`config.mk`:
```
export PLATFORM = sky130hd
export DESIGN_NAME = sh2_ext_bus_target
export DESIGN_NICKNAME = d
export VERILOG_FILES = /design/src/rtl/sh2_ext_bus_target_pkg.sv /design/src/rtl/sh2_bus_lane_steer.sv /design/src/rtl/sh2_ext_bus_target.sv
export SDC_FILE = /design/constraint.sdc
export NUM_CORES = 1
export LEC_CHECK = 0
export BUFFER_PORTS_ARGS = -buffer_cell sky130_fd_sc_hd__buf_2
export CAP_MARGIN = 20
export CORE_UTILIZATION = 39
export DETAILED_ROUTE_END_ITERATION = 16
export PLACE_DENSITY_LB_ADDON = 0.05
export SKIP_LAST_GASP = 1
export SLEW_MARGIN = 20
export SYNTH_ARGS = -nofsm -noshare
export SYNTH_HDL_FRONTEND = slang
export SYNTH_SLANG_ARGS = --single-unit
```
`constraint.sdc`:
```
create_clock -name CLK -period 3 [get_ports CLK]
set_clock_uncertainty 0.1 [all_clocks]
set_input_delay 0.6 -clock CLK [delete_from_list [all_inputs] [get_ports CLK]]
set_output_delay 0.6 -clock CLK [all_outputs]
set_load 0.02 [all_outputs]
```
`src/rtl/sh2_ext_bus_target_pkg.sv`:
```
// Shared types for the SH7604 external-bus target: FSM states and
// port-size codes (same encoding as the BCR2 AnSZ fields).
package sh2_ext_bus_target_pkg;

  typedef enum logic [1:0] {
    IDLE = 2'd0,
    MREQ = 2'd1,
    VEC  = 2'd2
  } bus_tgt_state_t;

  localparam logic [1:0] PSZ_8  = 2'b01;
  localparam logic [1:0] PSZ_16 = 2'b10;
  localparam logic [1:0] PSZ_32 = 2'b11;

endpackage

```
`src/rtl/sh2_bus_lane_steer.sv`:
```
// Places pin-side data onto 32-bit memory lanes and extracts read data back.
// Memory lane 3 is [31:24]; low byte addresses map to high lanes (big-endian).
module sh2_bus_lane_steer
  import sh2_ext_bus_target_pkg::*;
#(
  parameter logic [1:0] PORT_SZ = PSZ_32
) (
  input  logic [1:0]  a_lo,
  input  logic        rd,
  input  logic [3:0]  we_n,
  input  logic [31:0] di,
  input  logic [31:0] mem_rd,
  output logic [3:0]  be,
  output logic [31:0] wd,
  output logic [31:0] rdata
);

  logic [31:0] rd_shr;
  logic        unused;

  assign unused = ^{a_lo, we_n, di, mem_rd};

  // For byte ports the lane index is 3-a_lo, i.e. ~a_lo.
  assign rd_shr = mem_rd >> {~a_lo, 3'b000};

  always_comb begin
    be    = '0;
    wd    = '0;
    rdata = '0;
    case (PORT_SZ)
      PSZ_16: begin
        if (a_lo[1]) begin
          be    = {2'b00, ~we_n[1:0]};
          wd    = {16'h0, di[15:0]};
          rdata = {16'h0, mem_rd[15:0]};
        end else begin
          be    = {~we_n[1:0], 2'b00};
          wd    = {di[15:0], 16'h0};
          rdata = {16'h0, mem_rd[31:16]};
        end
      end
      PSZ_8: begin
        be    = {3'b000, ~we_n[0]} << ~a_lo;
        wd    = {24'h0, di[7:0]} << {~a_lo, 3'b000};
        rdata = {24'h0, rd_shr[7:0]};
      end
      default: begin
        be    = ~we_n;
        wd    = di;
        rdata = mem_rd;
      end
    endcase
    if (rd) be = 4'hF;
  end

endmodule

```
`src/rtl/sh2_ext_bus_target.sv`:
```
// SH7604 external-bus responder: one chip-select area mapped onto a
// req/ack 32-bit memory port, plus interrupt-vector fetch answers.
module sh2_ext_bus_target
  import sh2_ext_bus_target_pkg::*;
#(
  parameter logic [1:0] PORT_SZ = PSZ_32,
  parameter int         ADDR_W  = 24,
  parameter bit         VEC_EN  = 1'b1
) (
  input  logic              CLK,
  input  logic              RST_N,
  input  logic              CE_R,
  input  logic              CE_F,
  input  logic [26:0]       A,
  input  logic [31:0]       DI,
  output logic [31:0]       DO,
  output logic              DO_OE,
  input  logic              BS_N,
  input  logic              CS_N,
  input  logic              RD_WR_N,
  input  logic              RD_N,
  input  logic [3:0]        WE_N,
  input  logic              IVECF_N,
  output logic              WAIT_N,
  output logic [ADDR_W-1:0] MEM_A,
  output logic [31:0]       MEM_WD,
  output logic [3:0]        MEM_BE,
  output logic              MEM_WE,
  output logic              MEM_REQ,
  input  logic [31:0]       MEM_RD,
  input  logic              MEM_ACK,
  input  logic [7:0]        VEC_DI,
  output logic [3:0]        VEC_LVL,
  output logic              VEC_ACK
);

  typedef struct packed {
    bus_tgt_state_t    state;
    logic [3:0]        a_lo;
    logic              rd;
    logic [31:0]       dout;
    logic              dout_oe;
    logic              wait_n;
    logic              mem_req;
    logic              mem_we;
    logic [3:0]        mem_be;
    logic [ADDR_W-1:0] mem_a;
    logic [31:0]       mem_wd;
    logic [3:0]        vec_lvl;
    logic              vec_ack;
  } regs_t;

  regs_t       r, n;
  logic        idle;
  logic [3:0]  st_be;
  logic [31:0] st_wd, st_rdata;
  logic        unused;

  // Strobes and CE_F are not needed: BS_N/CS_N on CE_R fully qualify a cycle.
  assign unused = ^{CE_F, RD_N, A};
  assign idle   = (r.state == IDLE);

  // In IDLE the steer sees live pins (for placement at accept); afterwards it
  // sees the latched address so read data is extracted from the right lane.
  sh2_bus_lane_steer #(.PORT_SZ(PORT_SZ)) u_steer (
    .a_lo   (idle ? A[1:0] : r.a_lo[1:0]),
    .rd     (idle ? RD_WR_N : r.rd),
    .we_n   (WE_N),
    .di     (DI),
    .mem_rd (MEM_RD),
    .be     (st_be),
    .wd     (st_wd),
    .rdata  (st_rdata)
  );

  always_comb begin
    n         = r;
    n.vec_ack = 1'b0;
    unique case (r.state)
      IDLE: begin
        if (CE_R && !BS_N && VEC_EN && !IVECF_N) begin
          n.state = VEC;
          n.a_lo  = A[3:0];
        end else if (CE_R && !BS_N && !CS_N) begin
          n.state   = MREQ;
          n.a_lo    = A[3:0];
          n.rd      = RD_WR_N;
          n.wait_n  = 1'b0;
          n.mem_req = 1'b1;
          n.dout_oe = RD_WR_N;
          n.mem_we  = !RD_WR_N;
          n.mem_be  = st_be;
          n.mem_wd  = st_wd;
          n.mem_a   = A[ADDR_W+1:2];
        end else if (CE_R && CS_N && IVECF_N) begin
          n.dout_oe = 1'b0;
        end
      end
      MREQ: begin
        if (MEM_ACK) begin
          n.mem_req = 1'b0;
          n.wait_n  = 1'b1;
          if (r.rd) n.dout = st_rdata;
          n.state   = IDLE;
        end
      end
      VEC: begin
        n.dout    = {24'h0, VEC_DI};
        n.vec_lvl = r.a_lo;
        n.vec_ack = 1'b1;
        n.dout_oe = 1'b1;
        n.state   = IDLE;
      end
      default: n.state = IDLE;
    endcase
  end

  always_ff @(posedge CLK or negedge RST_N) begin
    if (!RST_N) begin
      r        <= '0;
      r.state  <= IDLE;
      r.wait_n <= 1'b1;
    end else begin
      r <= n;
    end
  end

  assign DO      = r.dout;
  assign DO_OE   = r.dout_oe;
  assign WAIT_N  = r.wait_n;
  assign MEM_A   = r.mem_a;
  assign MEM_WD  = r.mem_wd;
  assign MEM_BE  = r.mem_be;
  assign MEM_WE  = r.mem_we;
  assign MEM_REQ = r.mem_req;
  assign VEC_LVL = r.vec_lvl;
  assign VEC_ACK = r.vec_ack;

endmodule

```
# Word-level counts from Yosys, hierarchy flattened
# Cells that the tools add are included.
totals:
  regBits: 108
  input_bits: 113
  output_inout_bits: 101
  wordCells: 60
op_classes:
  eq_ne: 8
  mux: 17
  bitwise: 2
  n_reduce_logical: 20
op_table:
  columns: ["cell", "n"]
  rows:
  - ["$mux 32", 2]
  - ["$mux 64", 1]
  - ["$pmux 32 s2", 1]
  - ["$mux 63", 1]
  - ["$reduce_and 3->1", 3]
  - ["$pmux 2 s2", 2]
  - ["$reduce_bool 2->1", 4]
  - ["$mux 7", 1]
  - ["$mux 6", 1]
  - ["$ne 2x2->1 const B", 3]
  - ["$ne 3x1->1 const B", 2]
  - ["$logic_and 1x1->1", 5]
  - ["$logic_not 1->1", 4]
  - ["$mux 1", 4]
  - ["$mux 2", 2]
  - ["$mux 4", 1]
  - ["$not 4->4", 1]
  - ["$reduce_and 2->1", 2]
  - ["$reduce_and 4->1", 1]
  - ["$eq 2x1->1 const B", 1]
  - ["$eq 2x2->1 const B", 1]
  - ["$logic_not 2->1", 1]
  - ["$ne 2x1->1 const B", 1]
  - ["$pmux 1 s2", 1]
  - ["$not 1->1", 1]

# Longest topological paths before layout
depth:
  depth_word: 6
  ltp_mapped: 5

# Cells and area by module
# A second synthesis with hierarchy kept.
hier_totals:
  hier_cells: 494
  area_unflattened_um2: 5734.2
by_module_without_submodules:
  columns: ["module", "instances", "cells_each", "area_each_um2"]
  rows:
  - ["sh2_ext_bus_target", 1, 426, 5228.8]
  - ["sh2_bus_lane_steer", 1, 68, 505.5]

# Worst setup path before layout
# No wires, ideal clock.
synth_timing:
  kind: "input port to flip-flop"
  startpoint: "input port CS_N"
  endpoint: "register r (netlist bit MEM_A[0])"
  setup_time_ps: 125
  arrival_time_ps: 1736
  required_ps: 2775
  slack_ps: 1039
  cell_stages: 5
  path_buffers: 2
  path_cell_list: "nand4bb_4 > or3_1 > buf_6 > buf_12 > mux2_4"
synth_between:
  elab_chain_cells: 3
synth_lines:
  columns: ["element", "line", "text"]
  rows:
  - ["start: declaration", "sh2_ext_bus_target.sv:19", "input logic CS_N,"]
  - ["$logic_not 1->1", "sh2_ext_bus_target.sv:84", "end else if (CE_R && !BS_N && !CS_N) begin"]
  - ["$logic_and 1x1->1", "sh2_ext_bus_target.sv:84", null]
  - ["$reduce_and 3->1 (no line)", null, null]
  - ["end signal: assignment", "sh2_ext_bus_target.sv:124", "r <= n;"]
  - ["end: declaration", "sh2_ext_bus_target.sv:53", "regs_t r, n;"]
# No other way between the ends.
# A chain may end at the register's enable or synchronous reset.

# Worst setup path after layout
layout_timing:
  startpoint: "input port CS_N"
  endpoint: "register r (netlist bit MEM_WD[2])"
# Same word-level chain as after synthesis.

==> impl_metrics.yaml <==
worst_setup_path:
  end_kind: "flop"
  worstSetupStartpointType: "input pin"
  cp_slowest_stage_delay_ns: 0.50
  cp.required_ns: 3.12
  crit_slowest_cell: "or3_4"
  path_cells: "buf_2 -> nand4bb_4 -> or3_4 -> buf_12 -> mux2_4"
  path_max_fanout: 36
  cp.arrival_ns: 2.07
  crit_type: "input pin to flop"
synth:
  syn_inst: 426
  synth_warnings: 0
  syn_avg_cell_area_um2: 12.3
  synth.distinct_cells: 26
  synthTopCellsByArea: "dfrtp_1 (51%), mux2_4 (17%), buf_4 (14%), nand2_1 (5.1%), mux2_2 (2.6%)"
  ys_seq_elements: 108
  synth.cell_area_um2: 5250
  synth_top_area_cell: "dfrtp_1"
  seq_area_frac_synth_pct: 51.5
  synth_nets: 539
  synth_top_area_share_pct: 51.0
sta:
  min_period_over_period_pct: 64.9
  slew_violations: 0
  final_hold_viol_count: 0
  slew_headroom_pct: 51.6
  rsz0062_at_grt: "false"
  fin_crit_ns: 1.95
  fmax_ghz: 0.513
  max_slew.worst_pin.slew_ns: 0.726
  finalSetupViolCount: 0
  setup_tns_ns: 0
clocking:
  tritoncts: "built"
  postCtsSetupBuffers: 0
  ctsHoldBuffers: 0
  numCtsBuffers: 9
  cts_sinks: 108
  clk_latency_ns: 0.34
  root_buffer: "clkbuf_16"
  cts_resized: 0
  clkTransAtPathRegs_ns: 0.07
  clk_path_buf_depth: 2
  htree_levels: 3
global_routing:
  grt_pass1_vias: 3342
  grt_first_pass_wirelength_um: 16800
  overflow: 0
  met2_usage_pct: 24.5
  busiest_layer: "met2"
  antenna_found_initial: 0
  grt_use_total_pct: 15.6
  grt_use_met3_pct: 4.89
  grt_max_degree: 57
  gr-usage-met1_pct: 20.1
outcome:
  outcome: "finished, final reports clean"
floorplan:
  row_count: 42
  ios: 214
  coreArea_um2: 13200
  start_util_pct: 39.8
  fp.dieH_um: 118
  dieArea_um2: 13900
  fp.dieW_um: 118
detailed_routing:
  ant_nets: 0
  route.detailed.drc: 0
  num_vias: 3213
  drt_wl_total_um: 10300
  vias_per_cell: 4.46
  drt_first_iter_violations: 101
  drt-wirelength-per-cell_um: 14.3
  dr.pass1.iters: 4
power:
  p_per_area_nw_per_um2: 749
  leakagePower_nw: 3.36
  vdd_drop_max_v: 0.000380
cells_and_area:
  nNetsFinal: 652
  layout-drive-gt1-share_pct: 56.6
  final_cell_mix: "buf_2 (209), dfrtp_1 (107), nand2_1 (71)"
  syn_to_final_growth_pct: 14.4
  final_common_cell: "buf_2"
  antenna_cells: 0
  stdcell_area_um2: 6010
placed_design:
  port_buffers: 210
  gp_congestion: 0.708
  dpl.hpwl_um: 7430
  dpl-instance-area_um2: 5720
hold_path:
  hold_path.class: "input pin to asynchronous set/reset pin"
job:
  drv_cap: 0
Yosys cell counts, drive strengths merged:
library cell    n
dfrtp         107
buf           103
mux2           71
nand2          71
nand3          24
clkbuf         12
nor2           10
a31oi           8
inv             3
nand2b          2
nand4b          2
o21ai           2
a211o           1
a21bo           1
and2            1
and4b           1
and4bb          1
dfstp           1
nand4bb         1
nor2b           1
o2111ai         1
o211a           1
or3             1
per-layer routing:
layer | vias up | part of all wire (%) | routed length (um)
met4 | 0 | 1.5 | 154
met1 | 1544 | 45 | 4660
li1 | 1530 | - | -
met2 | 130 | 46 | 4760
met3 | 9 | 6.8 | 701
met5 | - | 0 | 0
where the power goes:
part | switching (mW) | internal (mW) | leakage (nW) | total [mW]
sequential | 0.177 | 1.80 | 1.33 | 1.98
clock | 0.491 | 0.654 | 0.146 | 1.14
combinational | 0.743 | 0.636 | 1.89 | 1.38
through the flow:
stage | setup WS (ns) | util, % | hold WS [ns] | power, mW | cells
after floorplan | 1.04 | - | 0.204 | 3.32 | 426
after global placement | 0.716 | 43.3 | 0.377 | 3.38 | 704
after detailed placement | 0.693 | 43.3 | 0.379 | 3.40 | 704
after CTS | 1.07 | 45.6 | 0.226 | 4.59 | 720
after global routing | 1.03 | 45.6 | 0.242 | 4.77 | 720
final | 1.05 | 45.6 | 0.200 | 4.50 | 720
sequential cells by signal, summed over array words and instances, names as in the netlist:
name,count
VEC_LVL,4
MEM_A,24
MEM_WD,32
VEC_ACK,1
DO_OE,1
MEM_BE,4
DO,32
MEM_REQ,1
WAIT_N,1
r,7
MEM_WE,1
final timing paths:
| path | endpoint | cells past startpoint | start | slack (ns) |
|---|---|---|---|---|
| worst max register to register | MEM_WD[2]$_DFFE_PN0P_ | 3 | r[107]$_DFFE_PN0P_ | 1.14 |
| worst min-delay path | MEM_A[3]$_DFFE_PN0P_ | 1 | RST_N | 0.20 |
| worst max-delay path | MEM_WD[2]$_DFFE_PN0P_ | 5 | CS_N | 1.05 |
| max in group asynchronous | MEM_WD[10]$_DFFE_PN0P_ | 2 | RST_N | 1.84 |
| worst min register to register | DO[27]$_DFFE_PN0P_ | 2 | DO[27]$_DFFE_PN0P_ | 0.39 |
| min in group CLK | DO[25]$_DFFE_PN0P_ | 3 | MEM_RD[25] | 0.34 |
layout make-up:
type	instances	area, um^2
Fill cell	1309	7180
Multi-Input combinational cell	200	1650
Sequential cell	108	2700
Timing Repair Buffer	217	1130
Clock buffer	15	288
Clock inverter	1	5.00
Tap cell	176	220
Inverter	3	11.3
worst max-delay path, delay by kind of cell:
family | cells | cell delay [ns]
and+or+nand+nor | 2 | 0.74
muxes | 1 | 0.33
buffers and inverters | 2 | 0.36
kinds of logic (layout without fill, tap and decap cells):
logic type | after synthesis | after routing | synth area share (%)
buf+inv | 118 | 236 | 17.3
simple gates | 115 | 115 | 9.96
flops | 108 | 108 | 51.5
mux | 71 | 71 | 19.4
compound gates | 14 | 14 | 1.86
Note: power is estimated with default switching activity, not from simulation.
